## src/rtl/two_level_cnt_pkg.sv

```systemverilog
// Shared types and default sizing for the two-level tick counter and its
// timestamp-delta engine.
package two_level_cnt_pkg;

   localparam int LSB_W_DEF   = 12;
   localparam int MSB_W_DEF   = 3;
   localparam int LSB_MAX_DEF = 3563;

   typedef enum logic {
      IDLE  = 1'b0,
      ACCUM = 1'b1
   } delta_st_t;

   typedef struct packed {
      logic [MSB_W_DEF-1:0] msb;
      logic [LSB_W_DEF-1:0] lsb;
   } ts_pair_t;

endpackage

```

## src/rtl/cnt_delta_acc.sv

```systemverilog
// Mark capture and delta accumulation: measures the tick distance between
// successive accepted marks, one MSB step per cycle.
//
// state | meaning
// ------+-------------------------------------------------------------
// IDLE  | waiting for a mark; first mark after reset/clear only captures
// ACCUM | adding one LSB period per remaining MSB step, then report delta
module cnt_delta_acc
   import two_level_cnt_pkg::*;
#(
   parameter int LSB_W   = LSB_W_DEF,
   parameter int MSB_W   = MSB_W_DEF,
   parameter int DELTA_W = LSB_W + MSB_W + 1
) (
   input  logic               clk_i,
   input  logic               rst_n_i,
   input  logic               clr_i,
   input  logic               mark_i,
   input  logic [LSB_W-1:0]   lsb_i,
   input  logic [MSB_W-1:0]   msb_i,
   input  logic [LSB_W-1:0]   lsb_max_i,
   output logic               busy_o,
   output logic               delta_valid_o,
   output logic [DELTA_W-1:0] delta_o
);

   localparam int ACC_W = DELTA_W + 1;

   delta_st_t                 state_q, state_d;
   logic                      have_prev_q, have_prev_d;
   logic [LSB_W-1:0]          prev_lsb_q, prev_lsb_d;
   logic [MSB_W-1:0]          prev_msb_q, prev_msb_d;
   logic signed [ACC_W-1:0]   acc_q, acc_d;
   logic [MSB_W:0]            steps_q, steps_d;
   logic [LSB_W-1:0]          max_s_q, max_s_d;
   logic [DELTA_W-1:0]        delta_q, delta_d;
   logic                      valid_q, valid_d;

   logic                      mark_ok;
   logic [MSB_W-1:0]          msb_diff;
   logic [MSB_W:0]            steps_init;

   always_comb begin
      mark_ok    = mark_i && (lsb_i <= lsb_max_i);
      msb_diff   = msb_i - prev_msb_q;
      steps_init = {1'b0, msb_diff};
      // Same MSB but earlier LSB means a full MSB period has elapsed.
      if (msb_diff == '0 && lsb_i < prev_lsb_q)
         steps_init = {1'b1, {MSB_W{1'b0}}};
   end

   always_comb begin
      state_d     = state_q;
      have_prev_d = have_prev_q;
      prev_lsb_d  = prev_lsb_q;
      prev_msb_d  = prev_msb_q;
      acc_d       = acc_q;
      steps_d     = steps_q;
      max_s_d     = max_s_q;
      delta_d     = delta_q;
      valid_d     = 1'b0;
      if (clr_i) begin
         state_d     = IDLE;
         have_prev_d = 1'b0;
         prev_lsb_d  = '0;
         prev_msb_d  = '0;
      end else begin
         case (state_q)
            IDLE: begin
               if (mark_ok) begin
                  prev_lsb_d  = lsb_i;
                  prev_msb_d  = msb_i;
                  have_prev_d = 1'b1;
                  if (have_prev_q) begin
                     acc_d   = $signed(ACC_W'(lsb_i)) - $signed(ACC_W'(prev_lsb_q));
                     steps_d = steps_init;
                     max_s_d = lsb_max_i;
                     state_d = ACCUM;
                  end
               end
            end
            ACCUM: begin
               if (steps_q != '0) begin
                  acc_d   = acc_q + $signed(ACC_W'(max_s_q) + ACC_W'(1));
                  steps_d = steps_q - (MSB_W+1)'(1);
               end else begin
                  delta_d = acc_q[DELTA_W-1:0];
                  valid_d = 1'b1;
                  state_d = IDLE;
               end
            end
            default: state_d = IDLE;
         endcase
      end
   end

   always_ff @(posedge clk_i or negedge rst_n_i) begin
      if (!rst_n_i) begin
         state_q     <= IDLE;
         have_prev_q <= 1'b0;
         prev_lsb_q  <= '0;
         prev_msb_q  <= '0;
         acc_q       <= '0;
         steps_q     <= '0;
         max_s_q     <= '0;
         delta_q     <= '0;
         valid_q     <= 1'b0;
      end else begin
         state_q     <= state_d;
         have_prev_q <= have_prev_d;
         prev_lsb_q  <= prev_lsb_d;
         prev_msb_q  <= prev_msb_d;
         acc_q       <= acc_d;
         steps_q     <= steps_d;
         max_s_q     <= max_s_d;
         delta_q     <= delta_d;
         valid_q     <= valid_d;
      end
   end

   assign busy_o        = (state_q == ACCUM);
   assign delta_valid_o = valid_q;
   assign delta_o       = delta_q;

endmodule

```

## src/rtl/two_level_cnt_ts.sv

```systemverilog
// Two-level tick counter (programmable LSB wrap, MSB rollover) with sticky
// range error, wrap pulse and an attached timestamp-delta engine.
module two_level_cnt_ts
   import two_level_cnt_pkg::*;
#(
   parameter int LSB_W       = LSB_W_DEF,
   parameter int MSB_W       = MSB_W_DEF,
   parameter int LSB_MAX_RST = LSB_MAX_DEF,
   parameter int DELTA_W     = LSB_W + MSB_W + 1
) (
   input  logic               clk_i,
   input  logic               rst_n_i,
   input  logic               en_i,
   input  logic               clr_i,
   input  logic               load_i,
   input  logic [LSB_W-1:0]   load_lsb_i,
   input  logic [MSB_W-1:0]   load_msb_i,
   input  logic               lsb_max_we_i,
   input  logic [LSB_W-1:0]   lsb_max_i,
   input  logic               err_clr_i,
   input  logic               mark_i,
   output logic [LSB_W-1:0]   lsb_cnt_o,
   output logic [MSB_W-1:0]   msb_cnt_o,
   output logic               wrap_o,
   output logic               lsb_cnt_err_o,
   output logic               busy_o,
   output logic               delta_valid_o,
   output logic [DELTA_W-1:0] delta_o
);

   logic [LSB_W-1:0] lsb_q;
   logic [MSB_W-1:0] msb_q;
   logic [LSB_W-1:0] lsb_max_q;
   logic             wrap_q;
   logic             err_q;
   logic             err_set;

   assign err_set = (lsb_q > lsb_max_q);

   always_ff @(posedge clk_i or negedge rst_n_i) begin
      if (!rst_n_i) begin
         lsb_q  <= '0;
         msb_q  <= '0;
         wrap_q <= 1'b0;
      end else if (clr_i) begin
         lsb_q  <= '0;
         msb_q  <= '0;
         wrap_q <= 1'b0;
      end else if (load_i) begin
         lsb_q  <= load_lsb_i;
         msb_q  <= load_msb_i;
         wrap_q <= 1'b0;
      end else if (en_i) begin
         wrap_q <= 1'b0;
         if (lsb_q == lsb_max_q) begin
            lsb_q  <= '0;
            msb_q  <= msb_q + MSB_W'(1);
            wrap_q <= 1'b1;
         end else if (!err_set) begin
            lsb_q <= lsb_q + LSB_W'(1);
         end
      end else begin
         wrap_q <= 1'b0;
      end
   end

   // A live out-of-range condition beats a same-cycle error clear.
   always_ff @(posedge clk_i or negedge rst_n_i) begin
      if (!rst_n_i)
         err_q <= 1'b0;
      else if (clr_i)
         err_q <= 1'b0;
      else if (err_set)
         err_q <= 1'b1;
      else if (err_clr_i)
         err_q <= 1'b0;
   end

   always_ff @(posedge clk_i or negedge rst_n_i) begin
      if (!rst_n_i)
         lsb_max_q <= LSB_W'(LSB_MAX_RST);
      else if (lsb_max_we_i)
         lsb_max_q <= lsb_max_i;
   end

   cnt_delta_acc #(
      .LSB_W   (LSB_W),
      .MSB_W   (MSB_W),
      .DELTA_W (DELTA_W)
   ) u_delta (
      .clk_i         (clk_i),
      .rst_n_i       (rst_n_i),
      .clr_i         (clr_i),
      .mark_i        (mark_i),
      .lsb_i         (lsb_q),
      .msb_i         (msb_q),
      .lsb_max_i     (lsb_max_q),
      .busy_o        (busy_o),
      .delta_valid_o (delta_valid_o),
      .delta_o       (delta_o)
   );

   assign lsb_cnt_o     = lsb_q;
   assign msb_cnt_o     = msb_q;
   assign wrap_o        = wrap_q;
   assign lsb_cnt_err_o = err_q;

endmodule

```

## config.mk

```make
export PLATFORM = sky130hd
export DESIGN_NAME = two_level_cnt_ts
export DESIGN_NICKNAME = d
export VERILOG_FILES = /design/src/rtl/two_level_cnt_pkg.sv /design/src/rtl/cnt_delta_acc.sv /design/src/rtl/two_level_cnt_ts.sv
export SDC_FILE = /design/constraint.sdc
export NUM_CORES = 1
export LEC_CHECK = 0
export ABC_AREA = 1
export CAP_MARGIN = 0
export CORE_MARGIN = 1
export CORE_UTILIZATION = 35
export CTS_BUF_LIST = sky130_fd_sc_hd__clkbuf_16
export CTS_CLUSTER_DIAMETER = 30
export DETAILED_ROUTE_END_ITERATION = 8
export DONT_BUFFER_PORTS = 1
export GPL_TIMING_DRIVEN = 0
export PLACE_DENSITY = 0.5
export REMOVE_ABC_BUFFERS = 1
export SETUP_SLACK_MARGIN = 0.3
export SLEW_MARGIN = 20
export SYNTH_ARGS = -nofsm -noshare
export SYNTH_HDL_FRONTEND = slang
export SYNTH_SLANG_ARGS = --single-unit
```

## constraint.sdc

```tcl
create_clock -name clk_i -period 5.3 [get_ports clk_i]
set_input_delay 0.53 -clock clk_i [delete_from_list [all_inputs] [get_ports clk_i]]
set_output_delay 0.53 -clock clk_i [all_outputs]
set_load 0.02 [all_outputs]
```

After elaboration in Yosys (flattened, before gate mapping). Cells that the tools add are included. W data, S select, Z words.

Bitwise logic cells: 3. Reduce and logical (&&, ||, !) cells: 14. $add $sub $neg: 7. $lt $le $gt $ge: 3. Mux-type cells: 42. Eq/ne operators: 6.

Operators by type and width (count): $mux W12 (8); $mux W17 (3); $pmux W17 S2 (1); $mux W3 (7); $add A17 B17 Y17 (1); $mux W1 (17); $mux W4 (4); $add A12 B1 Y13 const B (1); $sub A12 B12 Y13 (1); $add A12 B1 Y12 const B (1); $eq A12 B12 Y1 (1); $gt A12 B12 Y1 (1); $le A12 B12 Y1 (1); $lt A12 B12 Y1 (1); $reduce_bool A3 Y1 (3); $pmux W4 S2 (1); $reduce_and A4 Y1 (2); $reduce_and A2 Y1 (3); $ne A2 B1 Y1 const B (2); $ne A2 B2 Y1 const B (2); $ne A4 B3 Y1 const B (1); $reduce_bool A4 Y1 (1); $sub A4 B1 Y4 const B (1); $add A3 B1 Y3 const B (1); 7 further kinds (10).

Flip-flop bits (word level): 96.

Depth between registers and ports, before layout. Gate-level depths: netlist of the first run.

Depth in word-level cells: 7. Gate-level depth with buffers: 20. Depth with buffers taken out: 20.

Hierarchy. A second synthesis of the first run with hierarchy kept.

Cell total of the unflattened synthesis: 1015. Area total of the unflattened synthesis: 7089.3 um^2.

Modules (own cells, without submodules): cnt_delta_acc (cells an instance 745, area an instance 5048.6 um^2, times used 1); two_level_cnt_ts (cells an instance 270, area an instance 2040.7 um^2, times used 1).

Least setup slack after synthesis of the first run. No wires, ideal clock.

Kind: register -> register. Start point: register u_delta.max_s_q[2]. End point: register u_delta.acc_q[13]. Slack: 3078 ps. Stages on the path, launching flop included: 20. Library setup time: 117 ps. Data arrival time: 2106 ps. Buffers on the path: 0. Required time: 5183 ps. Cell sequence: dfrtp_1 -> nand2_1 -> inv_1 -> nand3_1 -> nor2_1 -> nand2_1 -> nor2_1 -> xor2_1 -> inv_1 -> ha_1 -> nand2_1 -> nor2_1 -> and2_1 -> nand2_1 -> nand2_1 -> nand2_1 -> nand3_1 -> nand2_1 -> nand3_1 -> nand2_1.

Cells in the longest elaborated chain, start to end: 4.

Ends and longest elaborated chain: from (decl) (RTL line cnt_delta_acc.sv:35) `logic [LSB_W-1:0] max_s_q, max_s_d;`; from (signal assigned) (RTL line cnt_delta_acc.sv:115) `max_s_q <= max_s_d;`; $add A12 B1 Y13 (RTL line cnt_delta_acc.sv:84) `acc_d = acc_q + $signed(ACC_W'(max_s_q) + ACC_W'(1));`; $add A17 B17 Y17 (RTL line cnt_delta_acc.sv:84); $mux W17 (RTL line cnt_delta_acc.sv:83) `if (steps_q != '0) begin`; $pmux W17 S2 (RTL line cnt_delta_acc.sv:68) `case (state_q)`; to (signal assigned) (RTL line cnt_delta_acc.sv:103) `acc_q <= '0;`; to (signal assigned) (RTL line cnt_delta_acc.sv:113) `acc_q <= acc_d;`; to (decl) (RTL line cnt_delta_acc.sv:33) `logic signed [ACC_W-1:0] acc_q, acc_d;`.

No other way between the ends. The select of a mux whose other input is x is not followed. A chain may end at the register's enable or synchronous reset.

Final worst setup path of the first run.
Start point: register lsb_q[5], in the netlist lsb_cnt_o[5]. End point: register u_delta.acc_q[14].

Cells in the longest elaborated chain, start to end: 4. Elaborated cells between the ends (all ways): 8. Classes of those cells: add/sub (1); order compare (1); eq/ne (1); mux (3); reduce/logical (2).

Ends and longest elaborated chain: from (decl) (RTL line two_level_cnt_ts.sv:31) `logic [LSB_W-1:0] lsb_q;`; from (signal assigned) (RTL line two_level_cnt_ts.sv:50) `lsb_q <= load_lsb_i;`; from (signal assigned) (RTL line two_level_cnt_ts.sv:60) `lsb_q <= lsb_q + LSB_W'(1);`; $sub A12 B12 Y13 / $le A12 B12 Y1 (equally long branches) (RTL line cnt_delta_acc.sv:75, cnt_delta_acc.sv:44); $mux W17 / $logic_and A1 B1 Y1 (equally long branches) (RTL line cnt_delta_acc.sv:74, cnt_delta_acc.sv:44); $mux W17 / $ne A2 B1 Y1 (equally long branches); $pmux W17 S2 / $reduce_and A4 Y1 (equally long branches).

Parallel ways exist; a longest one is shown, timed or not. The select of a mux whose other input is x is not followed.

==> impl_metrics.yaml, run 1 <==
detailed_routing:
  vias: 5585
  drt-initial-drc-count: 238
  vias_per_cell: 4.73
  drtAntennaViolNets: 0
  drc: 0
  first_pass_iters: 5
  wl_per_cell_microns: 14.8
  wl_microns: 17400
final_layout:
  instances_no_fill: 1180
  syn_to_final_growth_pct: 6.96
  fillCellCount: 2028
  drive_above_1_share_pct: 6.03
  multiInputGateArea_sq_mm: 0.00363
  diodes: 0
  nets: 1025
  layout.area.seq_sq_mm: 0.00239
clocking:
  post_cts_resized: 0
  cts_tree: "yes"
  cts.sinks: 95
  clk_pin_slew_worst_paths_ns: 0.07
  htreeDepth: 3
  cts-root-buf: "clkbuf_16"
  clk_latency_ns: 0.36
  clock_path_buffers: 2
  cts_made_buffers: 9
synthesis:
  synth_warnings: 0
  synth_seq_cells: 95
  synth.top_cell.area_share_pct: 32.3
  netlist_instances: 952
  ys_async_sr_fraction_pct: 100
  synth_most_common_cell: "nand2_1"
  synth_area_leader_cell: "dfrtp_1"
  synth_top_cells_by_count: "nand2_1 (369), inv_1 (120), nand3_1 (104)"
  synth.area.top_cells: "dfrtp_1 (32%), nand2_1 (21%), ha_1 (8.5%)"
  postSynthAreaPerCell_sq_um: 6.99
  synth-edff-count: 0
  synth_flop_cell: "dfrtp_1"
  synth_cell_types: 44
  yosysSeqAreaShare_pct: 35.9
  synth_area_sq_mm: 0.00665
grt:
  grt_max_degree: 87
  grt_usage_pct: 18.9
  grt_pass1_vias: 5341
  grt_pass1_wl_microns: 28600
  antenna_found_initial: 0
  overflow: 0
placed_design:
  dp_hpwl_microns: 12700
  dp.cells: 1162
  place_ws_ns: 2.05
  numPortBuffers: 0
  routabilityCongestion: 0.814
worst_setup_path:
  cpPeakStageDelay_ns: 0.73
  critical_path_class: "reg2reg"
  critPathLaunchType: "register"
  ff2ff_path_depth: 13
  r2r_setup_slack_ns: 2.09
  cpMostUsedCell: "nand2_1"
  crit_arrival_ns: 3.45
  cp_max_fo: 21
  cp-end-kind: "register"
  cp_data_required_time_ns: 5.54
  critical_path_buf_inv_count: 0
  path_cells: "ha_1 > nand2_1 > nand2_1 > nand2_1 > nand2_1 > nand2_1 > nand3_2 > nand2_2 > nand3_1 > nand2_1 > nand2_2 > nand2_1 > nand2_1"
  r2r_end: "u_delta.acc_q[14]"
  cp_slowest_cell: "dfrtp_1"
  r2r-start: "lsb_cnt_o[5]"
  crit_family: "simple AND/OR/NAND/NOR gates"
sta:
  setup_tns_ns: 0
  setup_viol: 0
  slew_viol_final: 0
  fin_crit_ns: 3.21
  max_freq_ghz: 0.312
  hold_viol: 0
  slew_headroom_pct: 27.4
  finalCritPeriodShare_pct: 60.5
  rsz0062_at_grt: "false"
  finClkSkew_ns: 0.00829
  worstMarginPinSlew_ns: 1.08
  layout_setup_ws_ns: 2.09
die:
  start_util_pct: 35.7
  die_area_sq_mm: 0.0196
  num_io_pins: 70
  rows: 50
  die_width_microns: 140
  die_y_microns: 140
  core_area_sq_mm: 0.0186
outcome:
  status: "finished clean"
hold_path:
  hp-class: "in2async"
power_and_ir_drop:
  ir_drop_mv: 0.188
  p_leak_uw: 0.00401
  power_density_mw_per_mm2: 407
  finalPower_uw: 2900
job:
  maxCapViolCount: 0
[cells in the final DEF, fill, tap and decap left out, types with 5 or more instances in the layout]
cell       instances
ha_1              45
xor2_1            13
nand3_1          104
inv_2              9
o21ai_0           43
inv_1            121
dfstp_2            9
a21oi_1           24
dfrtp_1           85
nor2_1            45
nand2_1          369
xnor2_1            5
nand4_1            8
clkbuf_16          9
[how the worst max path moves through the flow]
stage,start,endpoint,slack [ns],depth (start not counted)
2_1_floorplan,u_delta.busy_o,u_delta.acc_q[15],2.85,6
3_3_place_gp,u_delta.busy_o,u_delta.steps_q[3],1.51,6
3_5_place_dp,lsb_cnt_o[5],u_delta.steps_q[0],2.05,13
4_1_cts,lsb_cnt_o[5],u_delta.acc_q[8],2.03,13
5_1_grt,lsb_cnt_o[5],u_delta.acc_q[13],1.77,13
6_report,lsb_cnt_o[5],u_delta.acc_q[14],2.09,13
[state kept, by name, summed over array words and instances (netlist names), 3 cells and up]
name and cells:
msb_cnt_o 3, u_delta.max_s_q 12, u_delta.prev_msb_q 3, u_delta.acc_q 16, lsb_max_q 12, lsb_cnt_o 12, u_delta.steps_q 4, u_delta.delta_o 16
u_delta.prev_lsb_q 12
[worst register-to-register path: cells and delay by family (launching register included)]
family | cells | cell delay (ns)
flip-flops | 1 | 0.73
AND/OR/NAND/NOR | 12 | 2.00
adder cells (fa/ha/maj) | 1 | 0.37
[area by class of cell]
cell class / count / area share, %
multi-input combinational: 703 / 51.0
sequential: 95 / 33.6
timing repair buffer: 4 / 0.826
clock inverter: 6 / 0.527
tap: 234 / 4.11
clock buffer: 9 / 3.16
inverter: 129 / 6.80
[report_power, final]
| group | switching [uW] | total, uW | internal (uW) |
|---|---|---|---|
| registers | 251 | 1150 | 902 |
| logic | 726 | 1140 | 411 |
| clock network | 294 | 609 | 314 |
| total | 1270 | 2900 | 1630 |
[layer usage]
layer | track usage, % | vias up | routed length (microns)
li1 | - | 2966 | -
met1 | 24.9 | 2503 | 8550
met2 | 31.6 | 101 | 7980
met3 | 3.44 | 15 | 648
met4 | 5.26 | 0 | 253
met5 | 0 | - | 0
[logic make-up (layout without fill, tap and decap cells)]
logic type                 Yosys count  in the layout  share of synthesized area [%]
xor gates and xnor gates            18             18                           2.37
AOI/OAI and AO/OA                   79             79                           6.56
buffers and inverters              154            148                           9.61
DFF                                 95             95                           35.9
adders and majority gates           48             48                           9.36
muxes                                1              1                          0.169
and+or+nand+nor                    557            557                           36.0
[what timing repair did]
item	in CTS	in global routing
setup buffers	0	0
endpoints found under the hold margin	86	0
hold buffers	3	0
[stage by stage]
step	hold slack [ns]	utilization, %	cell area [sq um]
after floorplan	0.234	-	6500
after global placement	0.237	36.4	6790
after detailed placement	0.237	36.5	6810
after CTS	0.104	38.2	7120
after global routing	0.0945	38.2	7120
final	0.0564	38.2	7120
No activity file was read; power rests on OpenSTA's default activity.
==> inputs of run 2 (changes only) <==
Settings changed: PLACE_DENSITY 0.5 to 0.52.
Clock period 5.3 ns to 2.8 ns, I/O delays scaled along.
==> run 2 against run 1 <==
- hold slack worse by 0.035 ns
- design area up 5.3%
- critical endpoint is now u_delta.acc_q[15]
- setup slack worse by 1.7 ns
- largest power group is now combinational cells
- final cell count is 1.0% higher
- critical path type unchanged
- critical path depth up 3
- total power is 100% higher
- count of clock-buffer cells in the layout did not move
- via count is 1.8% higher
==> impl_metrics.yaml, run 2 (synthesis gave the netlist of run 1 again) <==
worst_setup_path:
  critical_path_buf_inv_count: 0
  crit_arrival_ns: 2.61
  critPathLaunch: "u_delta.max_s_q[0]"
  crit_family: "simple AND/OR/NAND/NOR gates"
  r2r-start: "u_delta.max_s_q[0]"
  cpMostUsedCell: "nand2_1"
  cpPeakStageDelay_ns: 0.43
  cp_data_required_time_ns: 3.04
  cp_slowest_cell: "dfrtp_2"
  cp-end-kind: "register"
  path_cells: "ha_1 > nand2_1 > nor2_2 > nand3_1 > xnor2_2 > ha_4 > nand2_2 > nor2_2 > and2_1 > nand2_1 > nand2_1 > nand2_1 > nand3_1 > nand2_1 > nand3_1 > nand2_1"
  r2r_setup_slack_ns: 0.42
  critical_path_class: "reg2reg"
  critPathLaunchType: "register"
  cp_max_fo: 5
die:
  start_util_pct: 35.7
  rows: 50
  die_area_sq_mm: 0.0196
  num_io_pins: 70
  core_area_sq_mm: 0.0186
  die_y_microns: 140
  die_width_microns: 140
power_and_ir_drop:
  ir_drop_mv: 0.314
  p_leak_uw: 0.00409
  power_density_mw_per_mm2: 792
sta:
  worstMarginPinSlew_ns: 1.08
  max_freq_ghz: 0.421
  finalCritPeriodShare_pct: 84.9
  hold_viol: 0
  setup_viol: 0
  rsz0062_at_grt: "true"
  slew_viol_final: 0
  slew_headroom_pct: 27.5
  fin_crit_ns: 2.38
  finClkSkew_ns: 0.00674
clocking:
  clk_latency_ns: 0.35
  cts_tree: "yes"
  cts.sinks: 95
  clk_pin_slew_worst_paths_ns: 0.07
  htreeDepth: 3
  cts_made_buffers: 9
  cts-root-buf: "clkbuf_16"
  clock_path_buffers: 2
final_layout:
  layout.area.seq_sq_mm: 0.00241
  syn_to_final_growth_pct: 12.6
  fin_util_pct: 40.2
  diodes: 0
  nets: 1036
  stdcell_area_sq_mm: 0.00749
  most-common-layout-cells: "nand2_1 (358), inv_1 (119), nand3_1 (100), dfrtp_1 (70), o21ai_0 (43)"
  drive_above_1_share_pct: 13.3
  multiInputGateArea_sq_mm: 0.00387
  fillCellCount: 2011
  layout_commonest_cell: "nand2_1"
grt:
  grt_usage_pct: 18.4
  overflow: 0
  grt_max_degree: 96
  antenna_found_initial: 0
  grt_pass1_wl_microns: 28300
  grt_pass1_vias: 5500
detailed_routing:
  vias_per_cell: 4.77
  wl_per_cell_microns: 14.5
  vias: 5686
  first_pass_iters: 5
  drt-initial-drc-count: 248
  wl_microns: 17300
  drc: 0
  drtAntennaViolNets: 0
job:
  maxCapViolCount: 0
placed_design:
  dp_hpwl_microns: 12500
  numPortBuffers: 0
  place_area_sq_mm: 0.00681
  routabilityCongestion: 0.830
hold_path:
  hold_start: "lsb_max_we_i"
  hp-class: "in2reg"
outcome:
  status: "finished clean"
==> run 2: cell types whose count changed in the layout (fill, tap and decap cells not counted), sizes merged <==
cell and change:
buf +9, bufinv +1, clkinv -1, clkinvlp +2, dlygate4sd3 +1, inv -1, nand2 +1
==> run 2: layer usage <==
layer / global-route usage (%) / up-vias / part of all wire (%)
met2: 30.3 / 127 / 46
met1: 24.2 / 2548 / 47
met5: 0 / - / 0
met4: 5.44 / 0 / 1.6
li1: - / 2995 / -
met3: 3.79 / 16 / 4.6
==> run 2: area by class of cell <==
cell class | count | share of cell area (%)
well taps | 234 | 3.91
multi-input cells | 704 | 51.7
clock buffers | 9 | 3.01
flip-flops and latches | 95 | 32.2
inverters | 129 | 6.46
repair buffers | 14 | 1.92
clock inverters | 7 | 0.885
==> run 2: path summary, 6_finish.rpt <==
kind                                    endpoint  cells past startpoint
setup / recovery               u_delta.acc_q[15]                     16
min in group asynchronous  u_delta.delta_valid_o                      2
hold reg to reg            u_delta.prev_lsb_q[2]                      2
setup reg to reg               u_delta.acc_q[15]                     16
hold / removal                      lsb_max_q[9]                      1
max in group asynchronous     u_delta.max_s_q[1]                      2
==> run 2: stage by stage <==
stage          cells  setup TNS (ns)  total power, uW  hold WS, ns  setup slack, ns
6_report        1192               0             5930       0.0218            0.424
5_1_grt         1192               0             6460       0.0307            0.180
3_3_place_gp    1161          -21.11             4300      -0.0131           -0.919
2_1_floorplan    927               0             3760      -0.0156            0.354
3_5_place_dp    1162           -7.45             4320      -0.0130           -0.385
4_1_cts         1181               0             5660       -0.394            0.309
==> run 2: what timing repair did <==
item | CTS | global route
gates cloned | 0 | 1
setup endpoints to repair | 21 | 23
pin swaps | 0 | 8
resized for setup | 17 | 52
hold endpoints to repair | 104 | 95
hold buffers | 2 | 2
setup buffers | 1 | 8
==> run 2: power by group <==
group          switching [uW]  internal [uW]  total (uW)
Clock                     551            686        1240
Sequential                498           1710        2210
Combinational            1520            963        2480
==> run 2: worst reg2reg max path, delay by kind of cell (launching register included) <==
family	cells	cell delay (ns)
flip-flops	1	0.43
adder cells (fa/ha/maj)	2	0.48
XOR/XNOR	1	0.19
AND/OR/NAND/NOR	13	1.15
